### src/rtl/spongent_pkg.sv
// Shared Spongent constants, control-state encoding and the bit-permutation index maps.
// Used by both the forward layer and the serial inverse player.
package spongent_pkg;

  localparam int unsigned STATE_W = 264;
  localparam int unsigned NSBOX   = STATE_W / 8;
  localparam int unsigned SLICE_W = 8;

  typedef enum logic [0:0] {
    ST_IDLE = 1'b0,
    ST_RUN  = 1'b1
  } ctrl_state_e;

  // P(j): destination of bit j in the forward layer; the top bit is a fixed point.
  function automatic int unsigned perm_idx(input int unsigned j,
                                           input int unsigned w = STATE_W);
    if (j >= w - 1) return w - 1;
    return (j * w / 4) % (w - 1);
  endfunction

  // Pinv(i): inverse of P.
  function automatic int unsigned inv_perm_idx(input int unsigned i,
                                               input int unsigned w = STATE_W);
    if (i >= w - 1) return w - 1;
    return (4 * i) % (w - 1);
  endfunction

endpackage

### src/rtl/inv_player_serial_if.sv
// Start/done handshake and state buses of the serial permutation player.
// The dir signal exists only when SPONGENT_FWD_EN is defined.
interface inv_player_serial_if #(
  parameter int unsigned STATE_W = spongent_pkg::STATE_W
) ();

  logic               start;
  logic [STATE_W-1:0] state_in;
`ifdef SPONGENT_FWD_EN
  logic               dir;
`endif
  logic               busy;
  logic               done;
  logic               out_valid;
  logic [STATE_W-1:0] state_out;

  modport master (
    output start,
    output state_in,
`ifdef SPONGENT_FWD_EN
    output dir,
`endif
    input  busy,
    input  done,
    input  out_valid,
    input  state_out
  );

  modport slave (
    input  start,
    input  state_in,
`ifdef SPONGENT_FWD_EN
    input  dir,
`endif
    output busy,
    output done,
    output out_valid,
    output state_out
  );

endinterface

### src/rtl/inv_player_serial_perm_slice_gather.sv
// Combinational gather of one SLICE_W-bit output slice of the permuted state.
// With SPONGENT_FWD_EN, dir_i=1 selects the forward map instead of the inverse one.
module perm_slice_gather #(
  parameter int unsigned STATE_W = spongent_pkg::STATE_W,
  parameter int unsigned SLICE_W = spongent_pkg::SLICE_W,
  parameter int unsigned CNT_W   = 6
) (
  input  logic [STATE_W-1:0] state_i,
  input  logic [CNT_W-1:0]   k_i,
`ifdef SPONGENT_FWD_EN
  input  logic               dir_i,
`endif
  output logic [SLICE_W-1:0] slice_c
);
  import spongent_pkg::*;

  localparam int unsigned NS = STATE_W / SLICE_W;

  logic [STATE_W-1:0] inv_full;
  logic [STATE_W-1:0] sel_full;

  // Both maps are fixed wiring; only the slice selection is real logic.
  for (genvar j = 0; j < STATE_W; j++) begin : g_inv
    assign inv_full[j] = state_i[perm_idx(j, STATE_W)];
  end

`ifdef SPONGENT_FWD_EN
  logic [STATE_W-1:0] fwd_full;

  for (genvar j = 0; j < STATE_W; j++) begin : g_fwd
    assign fwd_full[j] = state_i[inv_perm_idx(j, STATE_W)];
  end

  assign sel_full = dir_i ? fwd_full : inv_full;
`else
  assign sel_full = inv_full;
`endif

  always_comb begin
    slice_c = '0;
    for (int unsigned s = 0; s < NS; s++) begin
      if (k_i == CNT_W'(s)) slice_c = sel_full[s*SLICE_W +: SLICE_W];
    end
  end

endmodule

### src/rtl/inv_player_serial.sv
// Byte-serial inverse Spongent bit-permutation layer behind a start/done handshake.
// Optional forward mode (dir port) is built when SPONGENT_FWD_EN is defined.
module inv_player_serial #(
  parameter int unsigned STATE_W = spongent_pkg::STATE_W,
  parameter int unsigned SLICE_W = spongent_pkg::SLICE_W
) (
  input logic               clk,
  input logic               rst,
  inv_player_serial_if.slave bus
);
  import spongent_pkg::*;

  localparam int unsigned NS     = STATE_W / SLICE_W;
  localparam int unsigned CNT_W  = (NS > 1) ? $clog2(NS) : 1;
  localparam logic [CNT_W-1:0] LAST_K = CNT_W'(NS - 1);

  ctrl_state_e        state_q, state_d;
  logic [CNT_W-1:0]   k_q, k_d;
  logic [STATE_W-1:0] cap_q, cap_d;
  logic               busy_q, busy_d;
  logic               done_q, done_d;
  logic               out_valid_q, out_valid_d;
  logic [STATE_W-1:0] state_out_q, state_out_d;
  logic [SLICE_W-1:0] slice_c;
`ifdef SPONGENT_FWD_EN
  logic               dir_q, dir_d;
`endif

  perm_slice_gather #(
    .STATE_W (STATE_W),
    .SLICE_W (SLICE_W),
    .CNT_W   (CNT_W)
  ) u_gather (
    .state_i (cap_q),
    .k_i     (k_q),
`ifdef SPONGENT_FWD_EN
    .dir_i   (dir_q),
`endif
    .slice_c (slice_c)
  );

  // Next-state and output logic.
  always_comb begin
    state_d     = state_q;
    k_d         = k_q;
    cap_d       = cap_q;
    busy_d      = busy_q;
    done_d      = 1'b0;
    out_valid_d = out_valid_q;
    state_out_d = state_out_q;
`ifdef SPONGENT_FWD_EN
    dir_d       = dir_q;
`endif

    unique case (state_q)
      ST_IDLE: begin
        if (bus.start) begin
          cap_d       = bus.state_in;
`ifdef SPONGENT_FWD_EN
          dir_d       = bus.dir;
`endif
          k_d         = '0;
          out_valid_d = 1'b0;
          busy_d      = 1'b1;
          state_d     = ST_RUN;
        end
      end
      ST_RUN: begin
        for (int unsigned s = 0; s < NS; s++) begin
          if (k_q == CNT_W'(s)) state_out_d[s*SLICE_W +: SLICE_W] = slice_c;
        end
        k_d = k_q + CNT_W'(1);
        if (k_q == LAST_K) begin
          k_d         = '0;
          done_d      = 1'b1;
          out_valid_d = 1'b1;
          busy_d      = 1'b0;
          state_d     = ST_IDLE;
        end
      end
      default: begin
        state_d = ST_IDLE;
        busy_d  = 1'b0;
      end
    endcase
  end

  // State register; reset aborts any operation without a done pulse.
  always_ff @(posedge clk or posedge rst) begin
    if (rst) begin
      state_q     <= ST_IDLE;
      k_q         <= '0;
      cap_q       <= '0;
      busy_q      <= 1'b0;
      done_q      <= 1'b0;
      out_valid_q <= 1'b0;
      state_out_q <= '0;
`ifdef SPONGENT_FWD_EN
      dir_q       <= 1'b0;
`endif
    end else begin
      state_q     <= state_d;
      k_q         <= k_d;
      cap_q       <= cap_d;
      busy_q      <= busy_d;
      done_q      <= done_d;
      out_valid_q <= out_valid_d;
      state_out_q <= state_out_d;
`ifdef SPONGENT_FWD_EN
      dir_q       <= dir_d;
`endif
    end
  end

  assign bus.busy      = busy_q;
  assign bus.done      = done_q;
  assign bus.out_valid = out_valid_q;
  assign bus.state_out = state_out_q;

endmodule

### src/flat_wrapper.sv
// flat-port wrapper written by rule: the top's interface ports become plain ports
module inv_player_serial_flat import spongent_pkg::*;
#(
  parameter int unsigned STATE_W = spongent_pkg::STATE_W,
  parameter int unsigned SLICE_W = spongent_pkg::SLICE_W
)
  (clk, rst, bus_start, bus_state_in, bus_busy, bus_done, bus_out_valid, bus_state_out);
  inv_player_serial_if #(.STATE_W(STATE_W)) bus_i ();
  input logic clk;
  input logic rst;
  input wire logic [$bits(bus_i.start)-1:0] bus_start;
  input wire logic [$bits(bus_i.state_in)-1:0] bus_state_in;
  output wire logic [$bits(bus_i.busy)-1:0] bus_busy;
  output wire logic [$bits(bus_i.done)-1:0] bus_done;
  output wire logic [$bits(bus_i.out_valid)-1:0] bus_out_valid;
  output wire logic [$bits(bus_i.state_out)-1:0] bus_state_out;
  assign bus_i.start = bus_start;
  assign bus_i.state_in = bus_state_in;
  assign bus_busy = bus_i.busy;
  assign bus_done = bus_i.done;
  assign bus_out_valid = bus_i.out_valid;
  assign bus_state_out = bus_i.state_out;
  inv_player_serial #(.STATE_W(STATE_W), .SLICE_W(SLICE_W)) u_core (.clk(clk), .rst(rst), .bus(bus_i));
endmodule
### config.mk
export PLATFORM = sky130hd
export DESIGN_NAME = inv_player_serial_flat
export DESIGN_NICKNAME = d
export VERILOG_FILES = /design/src/rtl/spongent_pkg.sv /design/src/rtl/inv_player_serial_if.sv /design/src/rtl/inv_player_serial_perm_slice_gather.sv /design/src/rtl/inv_player_serial.sv /design/src/flat_wrapper.sv
export SDC_FILE = /design/constraint.sdc
export NUM_CORES = 1
export LEC_CHECK = 0
export ABC_AREA = 1
export CAP_MARGIN = 20
export CELL_PAD_IN_SITES_DETAIL_PLACEMENT = 0
export CELL_PAD_IN_SITES_GLOBAL_PLACEMENT = 1
export CORE_MARGIN = 4
export CORE_UTILIZATION = 33
export DETAILED_ROUTE_END_ITERATION = 6
export GPL_ROUTABILITY_DRIVEN = 0
export PLACE_DENSITY_LB_ADDON = 0.1
export SETUP_SLACK_MARGIN = 0.15
export SLEW_MARGIN = 5
export SYNTH_ARGS = -nofsm -noshare
export SYNTH_HDL_FRONTEND = slang
export SYNTH_HIERARCHICAL = 1
export SYNTH_SLANG_ARGS = --single-unit
### constraint.sdc
create_clock -name clk -period 18.4 [get_ports clk]
set_input_delay 3.68 -clock clk [delete_from_list [all_inputs] [get_ports clk]]
set_output_delay 3.68 -clock clk [all_outputs]
set_load 0.05 [all_outputs]
* Yosys cells after proc, flatten, opt, wreduce, memory -nomap -nowiden
Index checks and enable logic that the tools add are counted.
** Word-level totals
- Flip-flop bits (word level) :: 538
- Bits in latches :: 0
- Bits in writable memories :: 0
- Bits in read-only memories :: 0
- Bits of input ports :: 267
- Output and inout bits :: 267
- Logic and storage cells :: 157
- Memories kept :: 0
** Cells by class
- Add/sub/neg operators :: 1
- Multiply operators :: 0
- Div/mod/pow operators :: 0
- $lt $le $gt $ge :: 0
- Equal/unequal tests :: 34
- Shifts and indexed selects :: 0
- Mux-type cells :: 46
- Bitwise logic cells :: 1
- Reductions and logical operators :: 36
** Operators with widths (number)
- 2-to-1 mux 8 bit :: 32
- == test 6 x 5 -> 1 bit, second input constant :: 16
- AND reduction 2 bit :: 35
- == test 6 x 4 -> 1 bit, second input constant :: 8
- == test 6 x 3 -> 1 bit, second input constant :: 4
- == test 6 x 2 -> 1 bit, second input constant :: 2
- 2-to-1 mux 6 bit :: 2
- one-hot mux 6 bit (2 select lines) :: 1
- 2-to-1 mux 1 bit :: 8
- adder 6 x 1 -> 6 bit, second input constant :: 1
- == test 6 x 1 -> 1 bit, second input constant :: 1
- == test 6 bit, second input constant :: 1
- logical NOT 6 bit :: 1
- one-hot mux 1 bit (2 select lines) :: 3
- != test 2 bit, second input constant :: 2
- NOT 1 bit :: 1

* Longest topological paths before layout
- Depth in word-level cells :: 33
- Mapped depth :: 26
- Gate-level depth less buffers :: 25

* By module
The synthesis kept the hierarchy.
** By module, submodules not included
- inv_player_serial :: instances 1, cells each 2130, area an instance 20245.7 sq um, seq. area each 13462.9 sq um
- perm_slice_gather :: instances 1, cells each 586, area an instance 2551.2 sq um, seq. area each 0.0 sq um

* Worst setup path after synthesis
Ideal clock, no wire load.
- Path kind :: input to register
- Start :: input bus_start
- End :: register u_core.cap_q[10]
- Library setup time :: 0.066 ns
- Arrival :: 4.363 ns
- Required time :: 18.334 ns
- Setup slack :: 13.972 ns
- Stages on the path :: 5
- Buffers on the path :: 2
- Path through :: nand2_1 buf_2 buf_1 nand2_1 nand2_1
** On the way
- Cells in the longest elaborated chain, start to end :: 1
** RTL lines
- from (decl) :: line flat_wrapper.sv:11 : input wire logic [$bits(bus_i.start)-1:0] bus_start;
- AND reduction 2 bit (no line)
- to (signal assigned) :: line inv_player_serial.sv:104 : cap_q <= cap_d;
- to (decl) :: line inv_player_serial.sv:19 : logic [STATE_W-1:0] cap_q, cap_d;
Every way passes these cells.
A chain may end at the register's enable or synchronous reset.

* Worst setup path in the final report
- Start :: input bus_start
- End :: register u_core.cap_q[250]
The elaborated chain is that of the path after synthesis.

==> metrics.yaml <==
status: "complete, but fails checks"
violations: "DRC"
hold_buffers: 0
rows: 96
drtPass1Iterations: 7
drc: 2
max_freq_mhz: 173.1
cts_root_buffer: "clkbuf_16"
tightest_slew_ns: 1.093
vias: 19320
synth-seq-area-share_pct: 59.06
clk_pin_slew_ns: 0.06
worstSetupPathDepth: 6
cts_tree: "yes"
critPathBufInv: 3
finalSetupViolCount: 0
synth_seq_cells: 538
syn_inst: 2716
initial_core_util_pct: 33.24
total_power_uw: 5961
synth_area_leaders: "dfrtp_1 59%, nand2_1 23%, o21ai_0 3.9%, inv_1 2.2%, o21ai_1 1.8%"
syn_area_sq_um: 22800
min-delay-start: "u_core/cap_q[121]"
grt_max_degree: 181
r2r_setup_slack_ns: 13.34
yosys_warnings: 6
drtIter0Drc: 1244
core_sq_um: 68590
finalSetupTns_ns: 0
hold_class: "flop to flop"
synth_top_area_cell: "dfrtp_1"
slew_headroom_pct: 27.14
synth_nets: 2987
crit_chain: "clkdlybuf4s50_1 > nand2_4 > buf_4 > buf_4 > nand2_1 > nand2_1"
n_fill_cell: 6819
cts.sinks: 538
slowest_stage: "buf_4"
r2r_end: "u_core/bus.state_out[116]"
layout.nets: 3488
die-height_um: 270.8
grt_use_total_pct: 21.29
cp.required_ns: 18.95
period_share_pct: 31.39
hold_viol_final: 0
fin_crit_ns: 5.776
r2r-start: "u_core/k_q[4]"
ir_worst_vdd_uv: 154.7
synth_cell_types: 34
syn2layout_area_growth_pct: 35.94
clock_latency_ns: 0.61
min_to: "u_core/cap_q[121]"
startpoint_type: "input port"
synthFlopType: "dfrtp_1"
post_cts_resized: 0
layout-drive-gt1-share_pct: 5.974
numCtsBuffers: 58
synth_top_cell_area_share_pct: 59.06
die_x_um: 270.8
place_inst: 4086
stdcell_count: 4202
rsz0062_at_grt: "false"
crit_family: "buffers and inverters"
slew_viol_final: 0
hpwl_um: 57510
clock_tree.buffer_depth: 3
post_cts.repair.setup_buffers: 0
min_path_cells: 2
wl_per_cell_um: 18.90
grt_pass1_wl_um: 121600
ant_nets: 0
drv_cap: 0
path_class: "input port to flop"
grt_pass1_vias: 19850
portBuffers: 533
cp-end-kind: "flop"
wirelength_um: 79430
synth_edf_count: 0
synth.avg_cell_area_sq_um: 8.394
worstRegToRegCells: 24
worstPathArrival_ns: 6.32
leakagePower_uw: 0.01487
via_per_inst: 4.599
async_flop_share_pct: 100.0
htreeDepth: 2
power_density_nw_per_um2: 192.4
antenna_found_initial: 10
pin_count: 534
cpPeakStageDelay_ns: 0.86
postLayoutCoreUtil_pct: 45.18
dieArea_sq_um: 73350
grt_overflow: 0
finClkSkew_ns: 0.01983
cp_max_fo: 91
-- kinds of logic (layout without fill, tap and decap cells) --
kind of cell | after synthesis | count (layout) | share of synthesized area [%]
AO/OA/AOI/OAI | 297 | 297 | 6.564
XOR/XNOR | 2 | 2 | 0.07685
adder cells (fa/ha/maj) | 4 | 4 | 0.2195
buffers and inverters | 263 | 811 | 5.362
flip-flops | 538 | 538 | 59.06
other | 0 | 7 | 0
AND/OR/NAND/NOR | 1612 | 1612 | 28.72
-- state kept, by name, summed over array words and instances, names as in the netlist --
| register | flops |
|---|---|
| u_core/bus.done | 1 |
| u_core/bus.busy | 1 |
| u_core/state_q | 1 |
| u_core/bus.out_valid | 1 |
| u_core/bus.state_out | 264 |
| u_core/k_q | 6 |
| u_core/cap_q | 264 |
-- worst register-to-register path, cell delays in order (launching register included) --
cell and delay (ns):
dfrtp_1 0.54, nor2_2 0.78, inv_2 0.32, nor2_4 0.34, inv_2 0.11, or2_1 0.22
nand2_1 0.07, nand4_1 0.19, nand2_1 0.16, nand4_1 0.12, nor2_1 0.16, nand3_1 0.10
nand2_1 0.08, nand3_1 0.08, nand2_1 0.10, nand4_1 0.12, nand2_1 0.10, nand4_1 0.08
nand2_1 0.16, nand3_1 0.10, nand2_1 0.08, nand2_1 0.21, inv_1 0.13, buf_4 0.38
o21ai_0 0.19
-- power breakdown --
group          internal (uW)  switching [uW]
clock network            775             484
logic                    776            1990
registers               1650             286
total                   3200            2760
-- final cells by class --
type | instances | area [sq um] | area share [%]
Multi-Input combinational cell | 1915 | 8129 | 26.23
Clock buffer | 85 | 1734 | 5.596
Tap cell | 931 | 1165 | 3.759
Timing Repair Buffer | 560 | 5590 | 18.04
Clock inverter | 22 | 339.1 | 1.094
Sequential cell | 538 | 13460 | 43.44
Antenna cell | 7 | 17.52 | 0.05652
Inverter | 144 | 551.8 | 1.781
-- synthesized netlist by cell type (2+ instances only) --
cell type / instances
a21o_1: 2
a21oi_1: 33
buf_1: 9
buf_2: 46
buf_6: 21
clkbuf_1: 41
dfrtp_1: 538
ha_1: 4
inv_1: 136
inv_2: 7
nand2_1: 1373
nand2_2: 12
nand2_4: 12
nand3_1: 29
nand4_1: 59
nor2_1: 79
nor2_2: 7
nor2_4: 6
nor3_1: 6
nor3_2: 2
nor3_4: 3
o21ai_0: 179
o21ai_1: 81
o21bai_1: 2
or2_0: 2
or2_1: 3
or2_2: 16
xor2_1: 2
-- routing by layer --
layer / wire [um] / GRT usage, % / part of all wire [%]
met1: 33710 / 27.06 / 42
met2: 39480 / 37.05 / 50
met3: 3859 / 3.680 / 4.9
met4: 2344 / 6.782 / 3.0
met5: 35 / 0 / 0.044
-- layout by cell type, fill, tap and decap left out, types with 2 or more instances in the layout --
master and instances:
ha_1 4, dfrtp_1 538, inv_1 134, nor2_2 7, nor3_4 3, o21ai_1 81
buf_16 2, nor2_4 6, diode_2 7, clkdlybuf4s50_1 533, a21oi_1 33, xor2_1 2
inv_2 7, nor3_2 4, nand2_4 13, clkbuf_16 59, nand3_1 29, clkbuf_8 16
bufinv_16 9, or2_2 16, nor3_1 4, nor2_1 79, nand2_1 1372, o21ai_0 179
clkinv_2 12, or2_1 3, nand2_2 12, nand4_1 59, buf_4 24, or2_0 2
clkbuf_1 10, o21bai_1 2, a21o_1 2
-- worst max-delay path by stage --
stage,from,endpoint
5_1_grt,rst,u_core/bus.state_out[232]
2_1_floorplan,rst,u_core/bus.busy
3_5_place_dp,rst,u_core/cap_q[194]
4_1_cts,rst,u_core/bus.state_out[225]
3_3_place_gp,rst,u_core/cap_q[196]
6_report,bus_start,u_core/cap_q[250]
-- stage by stage --
| step | setup WS [ns] | area [sq um] | hold slack [ns] |
|---|---|---|---|
| floorplan | 7.404 | 22800 | 0.4409 |
| global placement | 11.44 | 28840 | 0.4553 |
| detailed placement | 11.36 | 28840 | 0.4612 |
| CTS | 12.04 | 30920 | 0.4773 |
| global route | 12.33 | 30990 | 0.4889 |
| finish | 12.62 | 30990 | 0.4715 |
No activity file was read; power rests on OpenSTA's default activity.
